## config.mk

```make
export PLATFORM = sky130hd
export DESIGN_NAME = avalon_st_frame_source
export DESIGN_NICKNAME = d
export VERILOG_FILES = /design/src/rtl/sobel_pkg.sv /design/src/rtl/st_skid_fifo.sv /design/src/rtl/st_skid_fifo_chk.sv /design/src/rtl/avalon_st_frame_source.sv
export SDC_FILE = /design/constraint.sdc
export NUM_CORES = 1
export LEC_CHECK = 0
export ABC_AREA = 1
export CORE_MARGIN = 4
export CORE_UTILIZATION = 25
export CTS_BUF_LIST = sky130_fd_sc_hd__clkbuf_4 sky130_fd_sc_hd__clkbuf_8
export CTS_CLUSTER_SIZE = 10
export DETAILED_ROUTE_END_ITERATION = 8
export GPL_TIMING_DRIVEN = 0
export PLACE_DENSITY = 0.4
export SLEW_MARGIN = 30
export SYNTH_ARGS = -nofsm -noshare
export SYNTH_HDL_FRONTEND = slang
export SYNTH_SLANG_ARGS = --single-unit
```

## constraint.sdc

```tcl
create_clock -name csi_clkrst_clk -period 2.9 [get_ports csi_clkrst_clk]
set_input_delay 0.435 -clock csi_clkrst_clk [delete_from_list [all_inputs] [get_ports csi_clkrst_clk]]
set_output_delay 0.435 -clock csi_clkrst_clk [all_outputs]
set_load 0.1 [all_outputs]
```

## src/rtl/sobel_pkg.sv

```systemverilog
// Shared definitions for the Sobel streaming path: image geometry defaults,
// pixel width, frame-source state encoding and the FIFO beat layout.
package sobel_pkg;

  localparam int IMG_X_SIZE = 320;
  localparam int IMG_Y_SIZE = 240;
  localparam int PIX_W      = 8;
  localparam int N_PIX      = IMG_X_SIZE * IMG_Y_SIZE;
  localparam int BEAT_W     = PIX_W + 2;

  localparam logic [1:0] IDLE   = 2'd0;
  localparam logic [1:0] STREAM = 2'd1;
  localparam logic [1:0] DRAIN  = 2'd2;
  localparam logic [1:0] DONE   = 2'd3;

  typedef struct packed {
    logic             eop;
    logic             sop;
    logic [PIX_W-1:0] data;
  } beat_t;

  function automatic logic is_busy(input logic [1:0] st);
    return (st == STREAM) || (st == DRAIN);
  endfunction

endpackage

```

## src/rtl/st_skid_fifo.sv

```systemverilog
// Four-entry synchronous FIFO with count/empty/full, used as the output
// skid buffer of Avalon-ST sources. The head entry is always presented.
module st_skid_fifo #(
  parameter int W = 10
) (
  input  logic         clk_i,
  input  logic         rst_i,
  input  logic         push_i,
  input  logic [W-1:0] wdata_i,
  input  logic         pop_i,
  output logic [W-1:0] rdata_o,
  output logic [2:0]   count_o,
  output logic         empty_o,
  output logic         full_o
);

  logic [W-1:0] mem_q [4];
  logic [1:0]   wr_ptr_q, wr_ptr_d;
  logic [1:0]   rd_ptr_q, rd_ptr_d;
  logic [2:0]   count_q,  count_d;
  logic         empty_s, full_s, do_push_s, do_pop_s;

  assign empty_s = (count_q == 3'd0);
  assign full_s  = (count_q == 3'd4);
  // A full FIFO still accepts a push when the head leaves in the same cycle.
  assign do_push_s = push_i & (~full_s | pop_i);
  assign do_pop_s  = pop_i & ~empty_s;

  always_comb begin
    wr_ptr_d = wr_ptr_q;
    rd_ptr_d = rd_ptr_q;
    count_d  = count_q;
    if (do_push_s) begin
      wr_ptr_d = wr_ptr_q + 2'd1;
    end else begin
      wr_ptr_d = wr_ptr_q;
    end
    if (do_pop_s) begin
      rd_ptr_d = rd_ptr_q + 2'd1;
    end else begin
      rd_ptr_d = rd_ptr_q;
    end
    case ({do_push_s, do_pop_s})
      2'b10:   count_d = count_q + 3'd1;
      2'b01:   count_d = count_q - 3'd1;
      default: count_d = count_q;
    endcase
  end

  always_ff @(posedge clk_i or posedge rst_i) begin
    if (rst_i) begin
      wr_ptr_q <= 2'd0;
      rd_ptr_q <= 2'd0;
      count_q  <= 3'd0;
      for (int i = 0; i < 4; i++) begin
        mem_q[i] <= {W{1'b0}};
      end
    end else begin
      wr_ptr_q <= wr_ptr_d;
      rd_ptr_q <= rd_ptr_d;
      count_q  <= count_d;
      if (do_push_s) begin
        mem_q[wr_ptr_q] <= wdata_i;
      end
    end
  end

  assign rdata_o = mem_q[rd_ptr_q];
  assign count_o = count_q;
  assign empty_o = empty_s;
  assign full_o  = full_s;

  st_skid_fifo_chk u_chk (
    .clk_i   (clk_i),
    .rst_i   (rst_i),
    .push_i  (push_i),
    .full_i  (full_s),
    .count_i (count_q)
  );

endmodule

```

## src/rtl/st_skid_fifo_chk.sv

```systemverilog
// Simulation-only protocol checks for st_skid_fifo: no push into a full
// FIFO and the occupancy never exceeds the depth.
module st_skid_fifo_chk (
  input  logic       clk_i,
  input  logic       rst_i,
  input  logic       push_i,
  input  logic       full_i,
  input  logic [2:0] count_i
);

  a_no_push_when_full: assert property (
    @(posedge clk_i) disable iff (rst_i) !(push_i && full_i)
  );

  a_count_in_range: assert property (
    @(posedge clk_i) disable iff (rst_i) (count_i <= 3'd4)
  );

endmodule

```

## src/rtl/avalon_st_frame_source.sv

```systemverilog
// Streams one stored grayscale frame from a synchronous frame-buffer read
// port as a single Avalon-ST packet, one pixel per beat, with backpressure.
module avalon_st_frame_source
  import sobel_pkg::*;
#(
  parameter int IMG_X_SIZE = sobel_pkg::IMG_X_SIZE,
  parameter int IMG_Y_SIZE = sobel_pkg::IMG_Y_SIZE,
  parameter int ADDR_W     = 17
) (
  input  logic              csi_clkrst_clk,
  input  logic              csi_clkrst_reset,
  input  logic              start_i,
  output logic              busy_o,
  output logic              done_o,
  output logic              mem_rd_en_o,
  output logic [ADDR_W-1:0] mem_rd_addr_o,
  input  logic [7:0]        mem_rd_data_i,
  input  logic              aso_source1_ready,
  output logic [7:0]        aso_source1_data,
  output logic              aso_source1_startofpacket,
  output logic              aso_source1_endofpacket,
  output logic              aso_source1_valid
);

  localparam int                N         = IMG_X_SIZE * IMG_Y_SIZE;
  localparam logic [ADDR_W-1:0] LAST_ADDR = ADDR_W'(N - 1);

  logic              clk, rst;
  logic [1:0]        state_q, state_d;
  logic [ADDR_W-1:0] addr_q, addr_d;
  logic              inflight_q, tag_sop_q, tag_eop_q;
  logic              busy_q, done_q;
  logic              rd_en_s, push_s, pop_s, valid_s, eop_hs_s;
  logic [2:0]        fifo_count_s;
  logic              fifo_empty_s, fifo_full_s;
  logic [BEAT_W-1:0] fifo_rdata_s;
  beat_t             push_beat_s, head_beat_s;

  assign clk = csi_clkrst_clk;
  assign rst = csi_clkrst_reset;

  // State register.
  always_ff @(posedge clk or posedge rst) begin
    if (rst) begin
      state_q <= IDLE;
    end else begin
      state_q <= state_d;
    end
  end

  // Next-state logic; start_i only matters in IDLE.
  always_comb begin
    state_d = state_q;
    case (state_q)
      IDLE: begin
        if (start_i) state_d = STREAM;
        else         state_d = IDLE;
      end
      STREAM: begin
        if (rd_en_s && (addr_q == LAST_ADDR)) state_d = DRAIN;
        else                                  state_d = STREAM;
      end
      DRAIN: begin
        if (eop_hs_s) state_d = DONE;
        else          state_d = DRAIN;
      end
      DONE:    state_d = IDLE;
      default: state_d = IDLE;
    endcase
  end

  // Read issue and address stepping. Occupancy counts the beat still in the
  // RAM pipeline so the FIFO can never be overrun, even with ready held low.
  always_comb begin
    rd_en_s = 1'b0;
    addr_d  = addr_q;
    if ((state_q == STREAM) && !fifo_full_s &&
        (({1'b0, fifo_count_s} + {3'b000, inflight_q}) < 4'd4)) begin
      rd_en_s = 1'b1;
    end else begin
      rd_en_s = 1'b0;
    end
    if (state_q == IDLE) begin
      addr_d = {ADDR_W{1'b0}};
    end else if (rd_en_s && (addr_q != LAST_ADDR)) begin
      addr_d = addr_q + ADDR_W'(1);
    end else begin
      addr_d = addr_q;
    end
  end

  always_ff @(posedge clk or posedge rst) begin
    if (rst) begin
      addr_q     <= {ADDR_W{1'b0}};
      inflight_q <= 1'b0;
      tag_sop_q  <= 1'b0;
      tag_eop_q  <= 1'b0;
      busy_q     <= 1'b0;
      done_q     <= 1'b0;
    end else begin
      addr_q     <= addr_d;
      inflight_q <= rd_en_s;
      tag_sop_q  <= (addr_q == {ADDR_W{1'b0}});
      tag_eop_q  <= (addr_q == LAST_ADDR);
      busy_q     <= is_busy(state_d);
      done_q     <= (state_d == DONE);
    end
  end

  // The RAM answers one cycle after the strobe, so the tags travel with it.
  assign push_s           = inflight_q;
  assign push_beat_s.eop  = tag_eop_q;
  assign push_beat_s.sop  = tag_sop_q;
  assign push_beat_s.data = mem_rd_data_i;

  st_skid_fifo #(
    .W (BEAT_W)
  ) u_fifo (
    .clk_i   (clk),
    .rst_i   (rst),
    .push_i  (push_s),
    .wdata_i (push_beat_s),
    .pop_i   (pop_s),
    .rdata_o (fifo_rdata_s),
    .count_o (fifo_count_s),
    .empty_o (fifo_empty_s),
    .full_o  (fifo_full_s)
  );

  assign head_beat_s = beat_t'(fifo_rdata_s);
  assign valid_s     = ~fifo_empty_s;
  assign pop_s       = valid_s & aso_source1_ready;
  assign eop_hs_s    = pop_s & head_beat_s.eop;

  assign busy_o                    = busy_q;
  assign done_o                    = done_q;
  assign mem_rd_en_o               = rd_en_s;
  assign mem_rd_addr_o             = addr_q;
  assign aso_source1_valid         = valid_s;
  assign aso_source1_data          = head_beat_s.data;
  assign aso_source1_startofpacket = head_beat_s.sop;
  assign aso_source1_endofpacket   = head_beat_s.eop;

endmodule

```

==> results.sh <==
export IMPL_ys_ff_latch=71
export IMPL_crit_path_end_kind="primary output"
export IMPL_syn_to_final_growth_pct=25.4
export IMPL_syn_num_nets=507
export IMPL_worst_r2r_cell_count=11
export IMPL_cts_root_buf="clkbuf_8"
export IMPL_pwr_density_cell_nw_per_um2=1240
export IMPL_synth_cell_types=28
export IMPL_synth_commonest_cells="148 x nand2_1, 71 x dfrtp_1, 64 x nor2_1"
export IMPL_fp_coreArea_um2=14600
export IMPL_vias=3349
export IMPL_grt_total_usage_pct=14.4
export IMPL_insertion_delay_ns=0.36
export IMPL_die_y_um=130
export IMPL_final_cells=729
export IMPL_reg2reg_to="u_fifo.count_o[2]"
export IMPL_hp_class="input port to async pin"
export IMPL_worstPathArrival_ns=2.28
export IMPL_cts_made_buffers=9
export IMPL_fin_crit_sh_pct=93.7
export IMPL_initial_utilization_pct=25.6
export IMPL_synth_top_cell_area_share_pct=47.6
export IMPL_ys_seq_area_share_pct=47.6
export IMPL_dr_pass1_iters=5
export IMPL_synth_area_per_cell_um2=7.67
export IMPL_rsz0062_at_grt="false"
export IMPL_clk_pin_slew_ns=0.08
export IMPL_finalNetCount=561
export IMPL_post_route_drc_count=0
export IMPL_dp_hpwl_um=7810
export IMPL_rr_startpoint="u_fifo.count_o[0]"
export IMPL_grt_max_degree=59
export IMPL_post_cts_setup_buffers=0
export IMPL_grt_pass1_vias=3358
export IMPL_die_w_um=130
export IMPL_synth_top_area_cell="dfrtp_1"
export IMPL_rows=44
export IMPL_tightest_slew_ns=0.978
export IMPL_drtIter0Drc=173
export IMPL_holdBufCountCts=0
export IMPL_grt_overflow=0
export IMPL_synth_main_ff_cell="dfrtp_1"
export IMPL_routedWlPerCell_um=15.8
export IMPL_fillers=1568
export IMPL_cts_resized=34
export IMPL_cts_max_level=3
export IMPL_dpl_cell_area_um2=4470
export IMPL_grt_antenna_before_repair=0
export IMPL_cts_tree="yes"
export IMPL_ir_drop_mv=0.638
export IMPL_critPathMaxFanout=10
export IMPL_drive_above_1_share_pct=11.9
export IMPL_setup_viol=0
export IMPL_synth_most_common_cell="nand2_1"
export IMPL_place_inst=713
export IMPL_critical_path_required_ns=2.47
export IMPL_r2r_slack_ns=0.42
export IMPL_clkSinkCount=71
export IMPL_finalCriticalPeriod_ns=2.72
export IMPL_synth_area_leaders="dfrtp_1 48%, nand2_1 15%, o21ai_0 8.3%, nor2_1 6.4%, nand3_1 3.5%"
export IMPL_die_area_um2=16900
export IMPL_clockBufferDepth=2
export IMPL_max_cap_violations=0
export IMPL_outcome="completed"
export IMPL_io_buffer_count=42
export IMPL_drt_total_wl_um=11500
export IMPL_via_per_inst=4.59
export IMPL_synth_warning_count=0
export IMPL_fin_skew_ns=0.00951
export IMPL_finalMaxSlewViolations=0
export IMPL_crit_type="register to primary output"
export IMPL_max_slew_margin_pct=34.6
export IMPL_antenna_cells=0
export IMPL_syn_inst=486
export IMPL_grt_first_pass_wirelength_um=18400
export IMPL_synth_edf_count=0
export IMPL_synthArstFlopShare_pct=100
export IMPL_pin_count=43
export IMPL_finalHoldViolations=0
export IMPL_gp_congestion=0.789
export IMPL_power_leakage_nw=2.20
export IMPL_syn_area_um2=3730
export IMPL_post_route_cell_area_um2=4680
export IMPL_antenna_left=0
export IMPL_fmax_mhz=368
export IMPL_start_kind="register"
[critical path: stages, from the launching register on]
cell and delay (ns):
dfrtp_1 0.41, inv_1 0.09, clkbuf_2 0.26, clkbuf_2 0.33, nor2_1 0.09, o22ai_2 0.16
clkdlybuf4s15_2 0.57
[where the power goes]
part           switching [mW]  total [mW]  leakage [nW]  internal [mW]
combinational            2.58        3.38          1.18          0.798
sequential              0.220        1.54         0.908           1.32
clock                   0.394       0.869         0.113          0.475
[worst max-delay path by stage]
stage / from / cells after the start / slack [ns] / to
global placement: csi_clkrst_reset / 2 / -0.87 / u_fifo.mem_q[0]
global route: u_fifo.rd_ptr_q[0] / 6 / 0.002 / aso_source1_data[5]
detailed placement: u_fifo.rd_ptr_q[0] / 6 / -0.52 / aso_source1_data[3]
CTS: u_fifo.rd_ptr_q[1] / 5 / 0.01 / aso_source1_endofpacket
floorplan: mem_rd_addr_o[0] / 9 / 0.47 / busy_o
finish: u_fifo.rd_ptr_q[0] / 6 / 0.18 / aso_source1_data[5]
[layer usage]
layer / part of all wire [%] / GRT usage, % / vias to the layer above
met5: 0 / 0 / -
met4: 1.5 / 4.10 / 0
met3: 5.4 / 4.42 / 12
met2: 48 / 24.0 / 83
met1: 45 / 17.9 / 1567
li1: - / - / 1687
[cells by family (layout without fill, tap and decap cells)]
group	after synthesis	after routing	share of synthesized area, %
AND/OR/NAND/NOR	264	264	29.6
flip-flops	71	71	47.6
buffers and inverters	51	110	5.64
AO/OA/AOI/OAI	82	82	11.8
adder cells (fa/ha/maj)	9	9	3.22
XOR/XNOR	9	9	2.11
[through the flow]
stage | TNS (ns) | total power [mW] | utilization, % | setup WS (ns) | hold slack [ns]
2_1_floorplan | 0 | 4.10 | - | 0.469 | 0.459
3_3_place_gp | -66.10 | 5.02 | 30.4 | -0.872 | 0.475
3_5_place_dp | -4.39 | 5.05 | 30.6 | -0.519 | 0.481
4_1_cts | 0 | 5.92 | 32.2 | 0.0109 | 0.335
5_1_grt | 0 | 6.20 | 32.1 | 0.00238 | 0.347
6_report | 0 | 5.79 | 32.1 | 0.184 | 0.355
[cell usage in the layout (no fill, tap or decap), types with 2 or more instances in the layout]
cell	count
nand2_1	148
dfrtp_1	71
nor2_1	64
o21ai_0	62
clkdlybuf4s50_1	31
inv_1	29
nand3_1	26
clkbuf_8	12
nand4_1	10
clkbuf_1	9
o22ai_2	9
ha_1	8
xor2_1	7
nor2_2	6
buf_2	5
o21ai_2	5
clkbuf_2	4
o21ai_1	3
a21oi_1	3
nand2_2	3
clkinv_2	3
clkdlybuf4s15_2	3
clkdlybuf4s18_2	3
buf_4	2
inv_2	2
nand2_4	2
nor4_1	2
xnor2_1	2
[registers in the layout, summed over array words and instances, names as in the netlist, 2 cells and up]
signal / cells
u_fifo.wr_ptr_q: 2
u_fifo.rd_ptr_q: 2
state_q: 2
mem_rd_addr_o: 17
u_fifo.mem_q: 40
u_fifo.count_o: 3
[final cells by class]
type	count	area (um^2)	share of cell area [%]
clock inverters	3	40.0	0.856
multi-input cells	364	1800	38.5
flip-flops and latches	71	1780	38.0
inverters	33	130	2.78
plain buffers	18	90.1	1.93
repair buffers	43	438	9.36
well taps	184	230	4.92
clock buffers	13	173	3.69
Note: power is estimated with default switching activity, not from simulation.
